File: src/rtl/fp_mult_pkg.sv
// Shared types for the fp_mult result path: rounding-mode tags, status bit
// positions and the packed result record carried through the collector FIFO.
package fp_mult_pkg;

    typedef enum logic [2:0] {
        IEEE_near = 3'b000,
        IEEE_zero = 3'b001,
        IEEE_pinf = 3'b010,
        IEEE_ninf = 3'b011,
        near_up   = 3'b100,
        away_zero = 3'b101
    } rnd_t;

    // status bit positions; bits 7:6 are reserved
    localparam int ZERO    = 0;
    localparam int INF     = 1;
    localparam int NAN     = 2;
    localparam int TINY    = 3;
    localparam int HUGE    = 4;
    localparam int INEXACT = 5;

    typedef struct packed {
        logic [31:0] z;
        logic [7:0]  status;
        rnd_t        rnd;
    } result_t;

endpackage

File: src/rtl/fp_result_fifo.sv
// Show-ahead circular FIFO of multiplier results. Pointers carry one extra
// bit so full and empty are told apart without a separate flag. A push into
// a full FIFO is accepted when a pop happens in the same cycle.
module fp_result_fifo
    import fp_mult_pkg::*;
#(
    parameter int DEPTH = 4
) (
    input  logic                       clk,
    input  logic                       rst,
    input  logic                       push,
    input  result_t                    push_data,
    output logic                       push_ok,
    input  logic                       pop,
    output result_t                    head,
    output logic                       empty,
    output logic [$clog2(DEPTH):0]     count
);

    localparam int AW = $clog2(DEPTH);

    logic [AW:0] wr_ptr;
    logic [AW:0] rd_ptr;
    result_t     mem [DEPTH];
    logic        full;
    logic        do_pop;

    assign count   = wr_ptr - rd_ptr;
    assign empty   = (count == '0);
    assign full    = (count == (AW+1)'(DEPTH));
    assign do_pop  = pop & ~empty;
    assign push_ok = push & (~full | do_pop);
    assign head    = empty ? '0 : mem[rd_ptr[AW-1:0]];

    // pointer update; reset empties the queue
    always_ff @(posedge clk) begin
        if (rst) begin
            wr_ptr <= '0;
            rd_ptr <= '0;
        end else begin
            if (push_ok) wr_ptr <= wr_ptr + 1'b1;
            if (do_pop)  rd_ptr <= rd_ptr + 1'b1;
        end
    end

    // storage write; contents need no reset since head is masked when empty
    always_ff @(posedge clk) begin
        if (push_ok) mem[wr_ptr[AW-1:0]] <= push_data;
    end

endmodule

File: src/rtl/fp_mult_collect.sv
// Collector behind fp_mult_top. A valid/tag delay line follows each issued
// operation through the multiplier's fixed latency; when it reaches the last
// stage the multiplier output is captured into the result FIFO. Credits count
// both queued and in-flight results, so a compliant upstream never overflows.
module fp_mult_collect
    import fp_mult_pkg::*;
#(
    parameter int LATENCY = 2,
    parameter int DEPTH   = 4
) (
    input  logic        clk,
    input  logic        rst,
    input  logic        issue_valid,
    input  logic [2:0]  issue_rnd,
    output logic        issue_ready,
    input  logic [31:0] mult_z,
    input  logic [7:0]  mult_status,
    output logic        out_valid,
    input  logic        out_ready,
    output logic [31:0] out_z,
    output logic [7:0]  out_status,
    output logic [2:0]  out_rnd,
    output logic [7:0]  sticky_status,
    input  logic        sticky_clr,
    output logic [7:0]  drop_cnt
);

    localparam int AW = $clog2(DEPTH);
    localparam int SW = 6;   // holds DEPTH + LATENCY for the largest legal sizes

    logic [LATENCY-1:0] stg_vld;
    rnd_t               stg_rnd [LATENCY];
    logic               credit_ok;
    logic               launch;
    logic               capture;
    logic [3:0]         inflight;
    result_t            cap_data;
    result_t            head;
    logic               empty;
    logic               push_ok;
    logic [AW:0]        count;

    assign launch      = issue_valid & credit_ok;
    assign issue_ready = credit_ok;
    assign capture     = stg_vld[LATENCY-1];

    always_comb begin
        cap_data        = '0;
        cap_data.z      = mult_z;
        cap_data.status = mult_status;
        cap_data.rnd    = stg_rnd[LATENCY-1];
    end

    // valid half of the delay line; reset drops everything in flight
    always_ff @(posedge clk) begin
        if (rst) begin
            stg_vld <= '0;
        end else begin
            stg_vld[0] <= launch;
            for (int i = 1; i < LATENCY; i++) stg_vld[i] <= stg_vld[i-1];
        end
    end

    // tag half of the delay line; only meaningful alongside a valid stage
    always_ff @(posedge clk) begin
        stg_rnd[0] <= rnd_t'(issue_rnd);
        for (int i = 1; i < LATENCY; i++) stg_rnd[i] <= stg_rnd[i-1];
    end

    // results still inside the multiplier hold a credit until captured
    always_comb begin
        inflight = '0;
        for (int i = 0; i < LATENCY; i++) inflight = inflight + 4'(stg_vld[i]);
    end

    // credit check: queued plus in-flight must leave room for one more
    always_comb begin
        credit_ok = ((SW'(count) + SW'(inflight)) < SW'(DEPTH));
    end

    fp_result_fifo #(
        .DEPTH (DEPTH)
    ) u_fifo (
        .clk       (clk),
        .rst       (rst),
        .push      (capture),
        .push_data (cap_data),
        .push_ok   (push_ok),
        .pop       (out_ready),
        .head      (head),
        .empty     (empty),
        .count     (count)
    );

    assign out_valid  = ~empty;
    assign out_z      = head.z;
    assign out_status = head.status;
    assign out_rnd    = head.rnd;

    // sticky flags: a capture in the same cycle as a clear is kept
    always_ff @(posedge clk) begin
        if (rst) begin
            sticky_status <= '0;
        end else begin
            sticky_status <= (sticky_clr ? 8'h00 : sticky_status)
                           | (capture ? mult_status : 8'h00);
        end
    end

    // saturating count of captures refused by a full FIFO
    always_ff @(posedge clk) begin
        if (rst) begin
            drop_cnt <= '0;
        end else if (capture && !push_ok && drop_cnt != 8'hFF) begin
            drop_cnt <= drop_cnt + 8'd1;
        end
    end

endmodule

File: config.mk
export PLATFORM = sky130hd
export DESIGN_NAME = fp_mult_collect
export DESIGN_NICKNAME = d
export VERILOG_FILES = /design/src/rtl/fp_mult_pkg.sv /design/src/rtl/fp_result_fifo.sv /design/src/rtl/fp_mult_collect.sv
export SDC_FILE = /design/constraint.sdc
export NUM_CORES = 1
export LEC_CHECK = 0
export BUFFER_PORTS_ARGS = -buffer_cell sky130_fd_sc_hd__buf_2
export CORE_UTILIZATION = 50
export CTS_CLUSTER_SIZE = 14
export DETAILED_ROUTE_END_ITERATION = 8
export GPL_TIMING_DRIVEN = 0
export PLACE_DENSITY = 0.7
export SKIP_CTS_REPAIR_TIMING = 1
export SYNTH_ARGS = -nofsm -noshare
export SYNTH_HDL_FRONTEND = slang
export SYNTH_SLANG_ARGS = --single-unit
File: constraint.sdc
create_clock -name clk -period 8 [get_ports clk]
set_clock_uncertainty 0.2 [all_clocks]
set_input_delay 1.6 -clock clk [delete_from_list [all_inputs] [get_ports clk]]
set_output_delay 1.6 -clock clk [all_outputs]
set_load 0.005 [all_outputs]
==> flow_metrics.env, run 1 <==
export IMPL_p_sw_w=0.000757
export IMPL_num_io_pins=109
export IMPL_start_util_pct=51.4
export IMPL_final_area_um2=9390
export IMPL_synth_net_count=473
export IMPL_cts_buffers=21
export IMPL_antenna_found_initial=0
export IMPL_cts_max_path_buffers=3
export IMPL_status="completed"
export IMPL_r2r_start="u_fifo.wr_ptr[0]"
export IMPL_relSlewSlack_pct=40.1
export IMPL_cp_end_kind="output port"
export IMPL_drt_pass1_iterations=4
export IMPL_rows=45
export IMPL_wl_per_cell_um=18.5
export IMPL_cp_top_family="simple AND/OR/NAND/NOR gates"
export IMPL_dp_final_hpwl_um=9180
export IMPL_crit_type="reg2out"
export IMPL_grt_pass1_vias=4365
export IMPL_crit_buf_inv=3
export IMPL_slowest_delay_ns=0.71
export IMPL_port_buffers=107
export IMPL_yosysWarnings=0
export IMPL_synthCells=416
export IMPL_cp_startpoint="u_fifo.wr_ptr[0]"
export IMPL_power_frac_clock_pct=31.4
export IMPL_netlist_area_um2=7840
export IMPL_p_sw_share_pct=26.2
export IMPL_via_per_inst=5.37
export IMPL_tightest_slew_ns=0.896
export IMPL_synth_cell_types=37
export IMPL_die_area_um2=16200
export IMPL_routed_wl_um=14300
export IMPL_vias=4163
export IMPL_syn_to_final_growth_pct=19.7
export IMPL_power_w=0.00289
export IMPL_grt_start_max_net_pins=34
export IMPL_grt_pass1_wl_um=22800
export IMPL_slew_violations=0
export IMPL_hp_class="reg2reg"
export IMPL_dieHeight_um=127
export IMPL_worstSkewPairLatency_ns=0.47
export IMPL_drive_gt1_share_pct=34.8
export IMPL_ys_seq_area_share_pct=74.0
export IMPL_syn_area_per_cell_um2=18.9
export IMPL_antenna_cells=0
export IMPL_cp_slowest_cell="nor2_1"
export IMPL_finalHoldViolCount=0
export IMPL_crit_path_end="out_z[16]"
export IMPL_fp_coreArea_um2=15300
export IMPL_max_freq_mhz=192
export IMPL_dr_first_iter_drc_count=289
export IMPL_synth_seq_cells=204
export IMPL_crit_required_ns=6.20
export IMPL_leakage_nw=3.36
export IMPL_tritoncts="yes"
export IMPL_overflow=0
export IMPL_path_cells="inv_1, ha_1, fa_1, xor3_2, nor2_1, clkbuf_1, and2b_1, buf_2"
export IMPL_utilization_pct=61.5
export IMPL_combPwrFrac_pct=27.0
export IMPL_final_cells=775
export IMPL_crit_cells=8
export IMPL_final_setup_tns_ns=0
export IMPL_cp_start_kind="flip-flop"
export IMPL_async_flop_share_pct=0
export IMPL_holdCritStartpoint="stg_rnd[0][0]"
export IMPL_fin_crit_sh_pct=65.2
export IMPL_drtAntennaViolNets=0
export IMPL_power_frac_seq_pct=41.6
export IMPL_r2r_cells=8
export IMPL_synth_edf_count=172
export IMPL_reg2reg_to="u_fifo.mem[1][14]"
export IMPL_grt_usage_pct=18.6
export IMPL_ys_flop_type="edfxtp_1"
export IMPL_placed_cells=738
export IMPL_p_int_w=0.00214
export IMPL_drcViolationCount=0
export IMPL_power_density_nw_per_um2=308
export IMPL_period_minus_slack_ns=5.22
export IMPL_critPathMaxFanout=10
export IMPL_regToRegSetupSlack_ns=4.68
export IMPL_rsz0062_at_grt="false"
export IMPL_vdd_drop_max_mv=0.172
export IMPL_place_area_um2=8730
export IMPL_arrival_ns=3.42
export IMPL_htreeDepth=1
export IMPL_cts_sinks=204
export IMPL_root_buffer="clkbuf_16"
export IMPL_final_setup_viol_count=0
export IMPL_layout_nets=607
export IMPL_clk_pin_slew_worst_paths_ns=0.06
export IMPL_cap_violations=0
export IMPL_gp_congestion=0.757
export IMPL_die_w_um=127
-- final cells by class --
class                           instances  area, µm²
Tap cell                              211        264
Fill cell                            1122       5870
Timing Repair Buffer                  111        616
Buffer                                 20       80.1
Multi-Input combinational cell        186       1940
Clock inverter                          7       57.6
Sequential cell                       204       5810
Inverter                                6       22.5
Clock buffer                           30        599
-- metal layers --
| metal | track usage, % | part of all wire, % | up-vias |
|---|---|---|---|
| li1 | - | - | 1910 |
| met1 | 23.9 | 42 | 2117 |
| met2 | 32.3 | 51 | 114 |
| met3 | 3.43 | 4.9 | 22 |
| met4 | 6.23 | 2.2 | 0 |
| met5 | 0 | 0 | - |
-- power by group through the flow --
stage               sequential (W)  combinational, W  clock (W)
global placement           0.00123          0.000789          0
CTS                        0.00120          0.000804   0.000930
detailed placement         0.00123          0.000801          0
floorplan                  0.00122          0.000488          0
global route               0.00121          0.000870   0.000970
finish                     0.00120          0.000781   0.000910
-- stage by stage --
step	setup slack [ns]	hold slack [ns]
after floorplan	4.10	0.110
after global placement	3.00	0.114
after detailed placement	3.20	0.115
after CTS	2.69	0.128
after global routing	2.49	0.130
final	2.78	0.126
-- sequential cells by signal, indices dropped and copies added (netlist names), named ones only --
register,flops
u_fifo.mem,172
drop_cnt,8
sticky_status,8
stg_rnd,6
u_fifo.rd_ptr,3
u_fifo.wr_ptr,3
stg_vld,2
-- cell usage in the layout, fill, tap and decap left out, types with 8 or more instances in the layout --
cell type,Yosys,final
a21oi_1,9,9
a22oi_1,8,8
and2b_1,26,26
buf_2,4,111
clkbuf_1,16,21
clkbuf_16,0,21
dfxtp_1,32,32
edfxtp_1,172,172
ha_1,8,8
mux4_2,43,43
nor2_1,20,20
nor2b_1,20,20
o21ai_0,8,8
-- logic make-up (layout without fill, tap and decap cells) --
logic type | count (synthesis) | count (layout) | synth area share [%]
XOR/XNOR | 3 | 3 | 0.542
multiplexers | 45 | 45 | 12.6
buffers and inverters | 26 | 174 | 1.31
flip-flops | 204 | 204 | 74.0
AO/OA/AOI/OAI | 32 | 32 | 2.55
AND/OR/NAND/NOR | 97 | 97 | 7.43
adder cells (fa/ha/maj) | 9 | 9 | 1.53
-- worst min-delay path by stage --
| stage | end | slack (ns) | depth (start not counted) |
|---|---|---|---|
| 6_report | stg_rnd[0][3] | 0.13 | 0 |
| 5_1_grt | stg_rnd[0][3] | 0.13 | 0 |
| 4_1_cts | stg_rnd[0][4] | 0.13 | 0 |
| 3_5_place_dp | stg_rnd[0][4] | 0.11 | 0 |
| 3_3_place_gp | stg_rnd[0][3] | 0.11 | 0 |
| 2_1_floorplan | stg_rnd[0][3] | 0.11 | 0 |
-- cell usage after synthesis (2+ instances only) --
master / instances / area share (%)
edfxtp_1: 172 / 66
mux4_2: 43 / 12
dfxtp_1: 32 / 8.2
and2b_1: 26 / 2.5
nor2_1: 20 / 0.96
nor2b_1: 20 / 1.6
clkbuf_1: 16 / 0.77
a21oi_1: 9 / 0.57
a22oi_1: 8 / 0.77
ha_1: 8 / 1.3
o21ai_0: 8 / 0.51
nand2_1: 7 / 0.34
inv_1: 6 / 0.29
and3_1: 4 / 0.32
buf_2: 4 / 0.26
or3_1: 4 / 0.32
nand3_1: 3 / 0.19
or4_1: 3 / 0.29
nand4_1: 2 / 0.16
nor3_1: 2 / 0.13
o31ai_1: 2 / 0.19
xor2_1: 2 / 0.22
(Power assumes the default switching activity.)
==> run 2, diff against run 1 <==
--- a/config.mk
+++ b/config.mk
@@ -10,7 +10,7 @@
 export CTS_CLUSTER_SIZE = 14
 export DETAILED_ROUTE_END_ITERATION = 8
 export GPL_TIMING_DRIVEN = 0
-export PLACE_DENSITY = 0.7
+export PLACE_DENSITY = 0.73
 export SKIP_CTS_REPAIR_TIMING = 1
 export SYNTH_ARGS = -nofsm -noshare
 export SYNTH_HDL_FRONTEND = slang
==> constraint.sdc (replaced) <==
create_clock -name clk -period 4.4 [get_ports clk]
set_clock_uncertainty 0.2 [all_clocks]
set_input_delay 0.88 -clock clk [delete_from_list [all_inputs] [get_ports clk]]
set_output_delay 0.88 -clock clk [all_outputs]
set_load 0.005 [all_outputs]
==> run 2 against run 1 <==
Cell count stayed put. Clock-buffer cell count is 3 higher. First-iteration DRC count is 6.6% lower. Sequential power is 83% higher. Non-clock buffer count stayed put. Design area is 0.12% higher. Core utilization is 0.074 points higher. Die area stayed put. Global-route usage is 0.078 points lower. Sequential share of layout area is 0.074 points lower. Sequential cell count stayed put.
==> flow_metrics.env, run 2 (same netlist as run 1, synthesis figures left out) <==
export IMPL_status="completed"
export IMPL_dieHeight_um=127
export IMPL_root_buffer="clkbuf_16"
export IMPL_path_cells="inv_1, ha_1, fa_1, xor3_2, nor2_2, clkbuf_1, and2b_1, buf_2"
export IMPL_slew_violations=0
export IMPL_leakage_nw=3.37
export IMPL_routed_wl_um=14500
export IMPL_placed_cells=738
export IMPL_layout_setup_ws_ns=0.203
export IMPL_via_per_inst=5.36
export IMPL_syn_to_final_growth_pct=19.8
export IMPL_final_setup_viol_count=0
export IMPL_overflow=0
export IMPL_num_io_pins=109
export IMPL_place_ws_ns=0.389
export IMPL_rsz0062_at_grt="false"
export IMPL_dp_final_hpwl_um=9020
export IMPL_fin_crit_sh_pct=95.4
export IMPL_dr_first_iter_drc_count=270
export IMPL_crit_buf_inv=3
export IMPL_antenna_found_initial=1
export IMPL_grt_start_max_net_pins=34
export IMPL_antenna_cells=0
export IMPL_cp_end_kind="output port"
export IMPL_drt_pass1_iterations=4
export IMPL_cts_max_path_buffers=3
export IMPL_critPathMaxFanout=10
export IMPL_layout_nets=607
export IMPL_clk_pin_slew_worst_paths_ns=0.06
export IMPL_power_density_nw_per_um2=565
export IMPL_power_w=0.00531
export IMPL_crit_type="reg2out"
export IMPL_drtAntennaViolNets=0
export IMPL_worstSkewPairLatency_ns=0.48
export IMPL_cp_start_kind="flip-flop"
export IMPL_htreeDepth=1
export IMPL_hp_class="reg2reg"
export IMPL_fp_coreArea_um2=15300
export IMPL_cp_slowest_cell="nor2_2"
export IMPL_largest_register_ff_count=172
export IMPL_regToRegSetupSlack_ns=0.99
export IMPL_wl_per_cell_um=18.8
export IMPL_rows=45
export IMPL_slowest_delay_ns=0.43
export IMPL_period_minus_slack_ns=4.20
export IMPL_max_freq_mhz=238
export IMPL_grt_pass1_vias=4279
export IMPL_mostFrequentLayoutCell="edfxtp_1"
export IMPL_die_area_um2=16200
export IMPL_cts_buffers=21
export IMPL_cp_top_family="simple AND/OR/NAND/NOR gates"
export IMPL_layout_common_cells="172 x edfxtp_1, 111 x buf_2, 43 x mux4_2"
export IMPL_final_setup_tns_ns=0
export IMPL_grt_usage_pct=18.6
export IMPL_drive_gt1_share_pct=35.3
export IMPL_crit_required_ns=3.32
export IMPL_cts_sinks=204
export IMPL_drcViolationCount=0
export IMPL_die_w_um=127
export IMPL_arrival_ns=3.12
export IMPL_grt_pass1_wl_um=22900
export IMPL_gp_congestion=0.776
export IMPL_vias=4152
export IMPL_cap_violations=0
export IMPL_finalHoldViolCount=0
export IMPL_tightest_slew_ns=0.662
export IMPL_port_buffers=107
export IMPL_relSlewSlack_pct=55.9
export IMPL_hold_ws_ns=0.119
export IMPL_start_util_pct=51.4
export IMPL_vdd_drop_max_mv=0.230
export IMPL_final_cells=775
export IMPL_tritoncts="yes"
==> run 2: layout make-up <==
type	instances	area (µm²)
inverters	6	22.5
flip-flops and latches	204	5810
fillers	1113	5860
repair buffers	111	616
clock inverters	4	20.0
plain buffers	20	82.6
clock buffers	33	643
well taps	211	264
multi-input cells	186	1940
==> run 2: power by group <==
group | internal, W | leakage, nW | switching [W] | total (W)
Combinational | 0.000726 | 1.23 | 0.000710 | 0.00144
Sequential | 0.00217 | 1.81 | 0.0000236 | 0.00219
Clock | 0.00100 | 0.329 | 0.000680 | 0.00168
==> run 2: path summary, 6_finish.rpt <==
kind / startpoint / endpoint / depth (start not counted)
hold reg to reg: stg_rnd[0][1] / stg_rnd[0][4] / 0
hold / removal: stg_rnd[0][1] / stg_rnd[0][4] / 0
setup / recovery: u_fifo.wr_ptr[0] / out_z[27] / 8
setup reg to reg: u_fifo.wr_ptr[0] / u_fifo.mem[3][23] / 8
==> run 2: metal layers <==
metal  global-route usage [%]  vias to the layer above  share of wire, %
met5                        0                        -             0.062
met4                     5.46                        2               1.6
met3                     3.27                       22               4.8
met1                     24.9                     2103                44
li1                         -                     1915                 -
met2                     31.4                      110                50
==> run 2: stage by stage <==
step | area [µm²] | utilization, %
5_1_grt | 9400 | 61.6
2_1_floorplan | 7840 | -
6_report | 9400 | 61.6
3_5_place_dp | 8730 | 57.2
3_3_place_gp | 8640 | 56.6
4_1_cts | 9390 | 61.5
